==> config.mk <==
export PLATFORM = sky130hd
export DESIGN_NAME = dmrs_gen
export DESIGN_NICKNAME = d
export VERILOG_FILES = /design/src/rtl/dmrs_pkg.sv /design/src/rtl/dmrs_gold_lfsr.sv /design/src/rtl/dmrs_gen.sv
export SDC_FILE = /design/constraint.sdc
export NUM_CORES = 1
export LEC_CHECK = 0
export CAP_MARGIN = 10
export CORE_MARGIN = 2
export CORE_UTILIZATION = 39
export DETAILED_ROUTE_END_ITERATION = 7
export PLACE_DENSITY = 0.63
export SLEW_MARGIN = 20
export SYNTH_ARGS = -nofsm -noshare
export SYNTH_HDL_FRONTEND = slang
export SYNTH_SLANG_ARGS = --single-unit
==> constraint.sdc <==
create_clock -name CLK -period 3.2 [get_ports CLK]
set_input_delay 0.64 -clock CLK [delete_from_list [all_inputs] [get_ports CLK]]
set_output_delay 0.64 -clock CLK [all_outputs]
set_load 0.005 [all_outputs]
==> src/rtl/dmrs_pkg.sv <==
// Shared types and constants for the PUSCH DMRS generator.
// The DMRS_WR_ADDR_EN build option is handled in dmrs_gen.sv.
package dmrs_pkg;
  typedef enum logic [2:0] {IDLE, LOAD, WARM, GEN, DONE} state_t;

  localparam int GOLD_LEN    = 31;
  localparam int NC          = 1600;
  localparam int WARM_CYCLES = NC / 2;
  localparam int CNT_W       = 10;

  localparam logic [GOLD_LEN-1:0] X1_INIT = 31'h1;
endpackage

==> src/rtl/dmrs_gold_lfsr.sv <==
// Length-31 Gold sequence pair (x1, x2), advanced two steps per enable.
// c_next is the c-bit pair that sits at the head once the pending advance lands.
module dmrs_gold_lfsr
  import dmrs_pkg::*;
(
  input  logic                clk,
  input  logic                rst,
  input  logic                load,
  input  logic                advance,
  input  logic [GOLD_LEN-1:0] c_init,
  output logic [1:0]          c_next
);
  logic [GOLD_LEN-1:0] x1, x2;
  logic                x1_a, x1_b, x2_a, x2_b;

  // Bit k holds x(n+k); two new bits enter at the top per advance.
  assign x1_a = x1[3] ^ x1[0];
  assign x1_b = x1[4] ^ x1[1];
  assign x2_a = x2[3] ^ x2[2] ^ x2[1] ^ x2[0];
  assign x2_b = x2[4] ^ x2[3] ^ x2[2] ^ x2[1];

  assign c_next = {x1[3] ^ x2[3], x1[2] ^ x2[2]};

  always_ff @(posedge clk) begin
    if (rst) begin
      x1 <= '0;
      x2 <= '0;
    end else if (load) begin
      x1 <= X1_INIT;
      x2 <= c_init;
    end else if (advance) begin
      x1 <= {x1_b, x1_a, x1[GOLD_LEN-1:2]};
      x2 <= {x2_b, x2_a, x2[GOLD_LEN-1:2]};
    end
  end
endmodule

==> src/rtl/dmrs_gen.sv <==
// PUSCH DMRS generator: Gold sequence warm-up, QPSK mapping, valid/ready output.
// Define DMRS_WR_ADDR_EN to add DMRS_Wr_en / DMRS_Wr_addr for filling the DMRS memory.
module dmrs_gen
  import dmrs_pkg::*;
#(
  parameter int DMRS_Len = 9,
  parameter int DMRS_AMP = 181
) (
  input  logic                       CLK,
  input  logic                       RST,
  input  logic                       Start,
  input  logic [30:0]                C_init,
  input  logic [6:0]                 N_rb,
  input  logic                       Dmrs_Ready,
  output logic signed [DMRS_Len-1:0] Dmrs_I,
  output logic signed [DMRS_Len-1:0] Dmrs_Q,
  output logic                       DMRS_Valid,
  output logic                       DMRS_Done,
  output logic                       Busy
`ifdef DMRS_WR_ADDR_EN
  ,
  output logic                       DMRS_Wr_en,
  output logic [CNT_W-1:0]           DMRS_Wr_addr
`endif
);
  localparam logic signed [DMRS_Len-1:0] AMP_POS   = DMRS_Len'(DMRS_AMP);
  localparam logic signed [DMRS_Len-1:0] AMP_NEG   = -AMP_POS;
  localparam logic [CNT_W-1:0]           WARM_LAST = CNT_W'(WARM_CYCLES - 1);

  state_t              state;
  logic [GOLD_LEN-1:0] c_init_q;
  logic [6:0]          n_rb_q;
  logic [CNT_W-1:0]    cnt, warm, last_idx;
  logic [1:0]          c_next;
  logic                xfer;

  function automatic logic signed [DMRS_Len-1:0] qpsk(input logic b);
    return b ? AMP_NEG : AMP_POS;
  endfunction

  assign xfer     = (state == GEN) && DMRS_Valid && Dmrs_Ready;
  assign last_idx = CNT_W'(n_rb_q) * CNT_W'(6) - CNT_W'(1);

  dmrs_gold_lfsr u_lfsr (
    .clk     (CLK),
    .rst     (RST),
    .load    (state == LOAD),
    .advance ((state == WARM) || xfer),
    .c_init  (c_init_q),
    .c_next  (c_next)
  );

  always_ff @(posedge CLK) begin
    if (RST) begin
      state      <= IDLE;
      c_init_q   <= '0;
      n_rb_q     <= '0;
      cnt        <= '0;
      warm       <= '0;
      Dmrs_I     <= '0;
      Dmrs_Q     <= '0;
      DMRS_Valid <= 1'b0;
      DMRS_Done  <= 1'b0;
      Busy       <= 1'b0;
    end else begin
      DMRS_Done <= 1'b0;
      case (state)
        IDLE: if (Start) begin
          c_init_q <= C_init;
          n_rb_q   <= N_rb;
          Busy     <= 1'b1;
          state    <= LOAD;
        end
        LOAD: begin
          cnt   <= '0;
          warm  <= WARM_LAST;
          state <= WARM;
        end
        // The last warm-up advance exposes c(0), c(1) through c_next.
        WARM: if (warm == '0) begin
          if (n_rb_q == '0) begin
            DMRS_Done <= 1'b1;
            state     <= DONE;
          end else begin
            DMRS_Valid <= 1'b1;
            Dmrs_I     <= qpsk(c_next[0]);
            Dmrs_Q     <= qpsk(c_next[1]);
            state      <= GEN;
          end
        end else begin
          warm <= warm - CNT_W'(1);
        end
        GEN: if (xfer) begin
          cnt <= cnt + CNT_W'(1);
          if (cnt == last_idx) begin
            DMRS_Valid <= 1'b0;
            DMRS_Done  <= 1'b1;
            Dmrs_I     <= '0;
            Dmrs_Q     <= '0;
            state      <= DONE;
          end else begin
            Dmrs_I <= qpsk(c_next[0]);
            Dmrs_Q <= qpsk(c_next[1]);
          end
        end
        DONE: begin
          Busy  <= 1'b0;
          state <= IDLE;
        end
        default: state <= IDLE;
      endcase
    end
  end

`ifdef DMRS_WR_ADDR_EN
  assign DMRS_Wr_en   = xfer;
  assign DMRS_Wr_addr = cnt;
`endif
endmodule

# After elaboration in Yosys (flattened, before gate mapping)
# Cells that the tools add are included.
[classes]
addsub = 3
n_reduce_logical = 19
n_mul = 1
muxes = 38
n_bitwise = 10
eq_ne = 11
[ops]
columns = ["cell", "n"]
rows = [
  ["$mux 9", 10],
  ["$mux 31", 2],
  ["$pmux 10 s2", 2],
  ["$pmux 9 s2", 2],
  ["$mux 10", 2],
  ["$sub 10x1->10 const B", 2],
  ["$mux 3", 5],
  ["$pmux 3 s4", 1],
  ["$mux 1", 11],
  ["$add 10x1->10 const B", 1],
  ["$eq 10x10->1", 1],
  ["$logic_not 10->1", 1],
  ["$reduce_bool 2->1", 5],
  ["$xor 1x1->1", 10],
  ["$mul 7x2->9 const B", 1],
  ["$ne 2x2->1 const B", 4],
  ["$reduce_and 2->1", 4],
  ["$reduce_and 4->1", 2],
  ["$logic_not 7->1", 1],
  ["$eq 3x2->1 const B", 2],
  ["$pmux 1 s2", 3],
  ["$reduce_and 5->1", 1],
  ["$ne 2x1->1 const B", 2],
  ["$eq 3x1->1 const B", 1],
  ["other kinds (5)", 6],
]
[word_totals]
elab_cells = 95
register_bits = 144
inputBits = 42

# Logic depth before layout (Yosys ltp)
[depth]
ltp_word = 6
mapped_depth = 12

# Hierarchy
# Synthesis repeated with hierarchy kept, for this count alone.
[hier_totals]
cells_unflattened = 688
area_unflattened_um2 = 6159.7
[modules_own_cells]
columns = ["mod", "seq_area_each_um2", "n_inst", "area_each_um2", "cells_per_inst"]
rows = [
  ["dmrs_gen", 1381.3, 1, 3522.1, 442],
  ["dmrs_gold_lfsr", 1241.2, 1, 2637.5, 246],
]

# Worst setup path after synthesis
# Ideal clock, no wire load.
[synth_path]
path_kind = "reg2reg"
start = "register n_rb_q[0]"
end = "register state[1]"
path_buffers = 1
path_stages_with_launch = 12
slack_ns = 0.006
required_time_ns = 3.080
arrival_time_ns = 3.074
path_cell_list = "dfxtp_1 > ha_1 > inv_1 > fa_1 > and2b_4 > o22ai_2 > xnor2_1 > or3_4 > or4_1 > a221o_1 > buf_6 > o31a_1"
[synth_via]
elab_chain_len = 5
word_cells_on_any_way = 9
classes_between = "1 x add/sub; 1 x mul; 2 x eq/ne; 3 x mux; 2 x reduce/logical"
[synth_lines]
columns = ["element", "line", "text"]
rows = [
  ["start: declaration", "dmrs_gen.sv:32", "logic [6:0] n_rb_q;"],
  ["start signal: assignment", "dmrs_gen.sv:70", "n_rb_q <= N_rb;"],
  ["$mul 7x2->9", "dmrs_gen.sv:42", "assign last_idx = CNT_W'(n_rb_q) * CNT_W'(6) - CNT_W'(1);"],
  ["$sub 10x1->10", "dmrs_gen.sv:42", ""],
  ["$eq 10x10->1", "dmrs_gen.sv:95", "if (cnt == last_idx) begin"],
  ["$ne 2x1->1 (no line)", "n/a", ""],
  ["$reduce_and 4->1 (no line)", "n/a", ""],
  ["end signal: assignment", "dmrs_gen.sv:55", "state <= IDLE;"],
  ["end signal: assignment", "dmrs_gen.sv:100", "state <= DONE;"],
  ["end signal: assignment", "dmrs_gen.sv:108", "state <= IDLE;"],
  ["end: declaration", "dmrs_gen.sv:30", "state_t state;"],
]
# Parallel ways exist; a longest one is shown, timed or not. The select of a mux whose other input is x is not followed.
# A chain may end at the register's enable or synchronous reset.

# Worst setup path in the final report
[layout_path]
start = "register n_rb_q[1]"
end = "register Dmrs_I[0]"
[layout_via]
elab_chain_len = 6
word_cells_on_any_way = 9
classes_between = "1 x add/sub; 1 x mul; 2 x eq/ne; 3 x mux; 2 x reduce/logical"
[layout_lines]
columns = ["element", "line", "text"]
rows = [
  ["$mul 7x2->9", "dmrs_gen.sv:42", ""],
  ["$sub 10x1->10", "dmrs_gen.sv:42", ""],
  ["$eq 10x10->1", "dmrs_gen.sv:95", ""],
  ["$mux 9", "dmrs_gen.sv:95", ""],
  ["$mux 9", "dmrs_gen.sv:93", "GEN: if (xfer) begin"],
  ["$pmux 9 s2", "dmrs_gen.sv:67", "case (state)"],
  ["end signal: assignment", "dmrs_gen.sv:86", "Dmrs_I <= qpsk(c_next[0]);"],
  ["end signal: assignment", "dmrs_gen.sv:102", "Dmrs_I <= qpsk(c_next[0]);"],
  ["end: declaration", "dmrs_gen.sv:15", "output logic signed [DMRS_Len-1:0] Dmrs_I,"],
]
# Parallel ways exist; a longest one is shown, timed or not. The select of a mux whose other input is x is not followed.

==> key figures <==
Run status
  • Run status: completed

Worst hold path
  • Min-delay src: u_lfsr.x1[12]
  • Hold path depth: 2
  • Min-Delay Path Class: flop to flop
  • Hold Path Sink: u_lfsr.x1[10]

Power and ir drop
  • Peak supply drop: about 370 uV
  • Post-layout power: between 5 and 6 mW
  • Pwr Density: between 800 and 900 nW/um^2
  • Leak: about 2.5 nW

CTS
  • Reg clk slew, reported paths: around 60 ps
  • CTS root buf: clkbuf_16
  • Hold_buf cts: 0
  • H-Tree Level Count: 4
  • Total setup buffers inserted after CTS: 0
  • Clk_lat worst skew: about 420 ps
  • Max Root-Sink Buffers: 2
  • Sink Count: around 130
  • CTS Buf Count: 17
  • CTS tree: done

Critical path
  • Top delay family on crit path: simple AND/OR/NAND/NOR gates
  • R2r setup slk: between 90 and 100 ps
  • Req. time, crit path: 3510 ps
  • Crit path largest cell delay: 520 ps
  • CP max FO: 9
  • Crit path kind: flop to flop
  • Critical path arrival: about 3400 ps
  • Crit. End Element: flop
  • Worst path bufs/invs: 2
  • Critical R2R Capture: Dmrs_I[0]
  • Sequence of cells on the critical path: ha_4 > inv_1 > fa_2 > and2b_4 > o22ai_2 > xnor2_1 > or3_4 > or4_1 > a221o_1 > buf_4 > o21a_1
  • Slowest cell on the critical path: or4_1
  • Reg2Reg Depth: 11
  • Worst setup SP type: flop
  • Worst R2R Start: n_rb_q[1]

STA
  • Post-layout min period: ~3100 ps
  • Worst slew margin: a little over half
  • Final clock skew: around 9.3 ps
  • Worst-Margin Slew: slightly below 700 ps
  • Tcrit/Tclk final: a little over nine tenths
  • Hold Vio Cnt, Final: 0
  • Max Clk Rate: 0.3221 GHz
  • Setup TNS: 0 ps
  • Slew Limit Fails: 0
  • RSZ-0062 raised after global routing: false
  • Fin Hold WS: 449.3 ps
  • Setup violators final: 0

Finish
  • Filler cells: 1390
  • Share of layout cells above drive strength 1: 8.289%
  • N_diodes: 0
  • Finished Core Util: between 40% and 50%
  • Layout Nets: roughly 800
  • Area grow syn2layout: 23.24%

Yosys
  • Number of library cell types mapped by synthesis: 57
  • Ranking of synthesized cells by area: dfxtp_1, nand2_1, a21oi_1
  • Synth Warn #: 0
  • Cell Area, Synth: just under 6000 sq um
  • Cells after Synth: 713
  • Post-Syn Area per Cell: 8.111 sq um
  • Post-synth EDFFs: 0
  • Sequential element share of the synthesized area: a little under half
  • Cell taking the most area after synthesis: dfxtp_1
  • Post-synth top area share: a little under half
  • Async S/R FF share, synth: 0%
  • Post-Syn Nets: approximately 770
  • #FFs+latches synth: around 130
  • Ys flop type: dfxtp_1

Die
  • Die area: between 15000 and 20000 sq um
  • I/O pins: 63
  • Core Area: approximately 15000 sq um
  • Die Span Y: between 100 and 150 um
  • Chip Width: approximately 130 um
  • Placement Rows: between 40 and 50
  • Initial Utilization: between 30% and 40%

Detailed routing
  • Vias/cell: 5.186
  • DRT antenna net count: 0
  • Via count: 4896
  • Total Wirelength: approximately 13000 um
  • DRC viols: 0
  • DRT Pass-1 Iters: 5
  • DR WL/cell: ~14 um
  • Initial DRC count: around 350

Global route
  • First-pass GRT wire length: 22070 um
  • GRT Overall Usage: roughly 17%
  • Antenna violations before repair: 0
  • Largest net degree at the start of global routing: 69
  • Gr ovfl total: 0
  • Vias in the first global route: approximately 4800

Job
  • Maxcap violations: 0

Place
  • Hpwl dp: around 8400 um
  • IO buf count: 62
  • Routability cong.: about 0.87
==> cells in the mapped netlist (3+ instances only) <==
| cell type | n |
|---|---|
| a211oi_1 | 7 |
| a21o_1 | 6 |
| a21oi_1 | 106 |
| a22oi_1 | 27 |
| a31oi_1 | 4 |
| buf_1 | 4 |
| buf_4 | 13 |
| clkbuf_1 | 42 |
| dfxtp_1 | 131 |
| ha_1 | 13 |
| inv_1 | 11 |
| nand2_1 | 181 |
| nand2b_1 | 3 |
| nand3_1 | 8 |
| nand3b_1 | 6 |
| nor2_1 | 35 |
| nor3_1 | 16 |
| o21a_1 | 4 |
| o21ai_0 | 9 |
| o21ai_1 | 6 |
| or4_1 | 3 |
| xnor2_1 | 20 |
| xor2_1 | 17 |
==> registers in the layout, indices dropped and copies added, names as in the netlist <==
register	flops
n_rb_q	7
Dmrs_I	3
Busy	1
u_lfsr.x2	31
Dmrs_Q	2
cnt	10
u_lfsr.x1	31
warm	10
state	3
c_init_q	31
DMRS_Done	1
DMRS_Valid	1
==> cell usage in the layout, fill, tap and decap left out, types with 11 or more instances in the layout <==
cell / n
buf_4: 11
a21oi_1: 105
ha_1: 11
clkdlybuf4s50_1: 61
inv_1: 11
xor2_1: 17
a22oi_1: 27
nand2_1: 181
xnor2_1: 20
nor2_1: 35
clkbuf_16: 17
dfxtp_1: 129
nor3_1: 16
==> tightest hold or removal path, delay by kind of cell (launching register included) <==
family           cells  cell delay, ps
AO/OA/AOI/OAI        1              50
flip-flops           1             310
AND/OR/NAND/NOR      1              50
==> power breakdown <==
group / leakage [nW] / switching [mW] / internal (mW)
clock: 0.303 / 0.727 / 1.26
sequential: 1.07 / 0.201 / 1.87
combinational: 1.18 / 1.10 / 0.716
==> area by class of cell <==
cell class                 count  area (sq um)  area share (%)
multi-input combinational    511          2879           40.40
sequential                   131          2628           36.87
timing repair buffer          75         738.2           10.36
clock buffer                  19         452.9           6.355
tap                          184         230.2           3.230
clock inverter                13         157.7           2.212
inverter                      11         41.29          0.5794
==> cells by family (layout without fill, tap and decap cells) <==
logic type               count (synthesis)  count (layout)  share of synthesized area, %
AO/OA/AOI/OAI                          187             187                         19.71
XOR/XNOR                                38              38                         5.885
adder cells (fa/ha/maj)                 14              14                         3.159
buffers and inverters                   71             118                         5.582
flip-flops                             131             131                         45.35
AND/OR/NAND/NOR                        272             272                         20.32
==> per-layer routing <==
layer  GRT usage, %  part of all wire (%)
met3          5.353                   4.2
met2          28.71                    48
met4          6.529                   1.6
met1          20.59                    46
met5              0                     0
==> how the worst max path moves through the flow <==
stage | start | endpoint | slack, ps | cells after the start
6_report | n_rb_q[1] | Dmrs_I[0] | 100 | 11
5_1_grt | n_rb_q[1] | DMRS_Valid | 3 | 11
4_1_cts | n_rb_q[1] | Dmrs_I[0] | 20 | 11
3_5_place_dp | n_rb_q[1] | Dmrs_I[0] | -90 | 11
3_3_place_gp | n_rb_q[1] | Dmrs_I[0] | 20 | 11
2_1_floorplan | n_rb_q[0] | state[1] | 6 | 11
==> stage by stage <==
stage	area (sq um)	setup slack, ps	std cells
floorplan	5783	5.815	713
global placement	6487	18.42	912
detailed placement	6487	-92.18	912
CTS	7104	19.33	944
global route	7127	3.420	944
finish	7127	95.18	944
==> timing repair <==
item,CTS,global route
setup endpoints to repair,10,9
pin swaps,0,1
gates resized for setup,3,5
(Power assumes the default switching activity.)
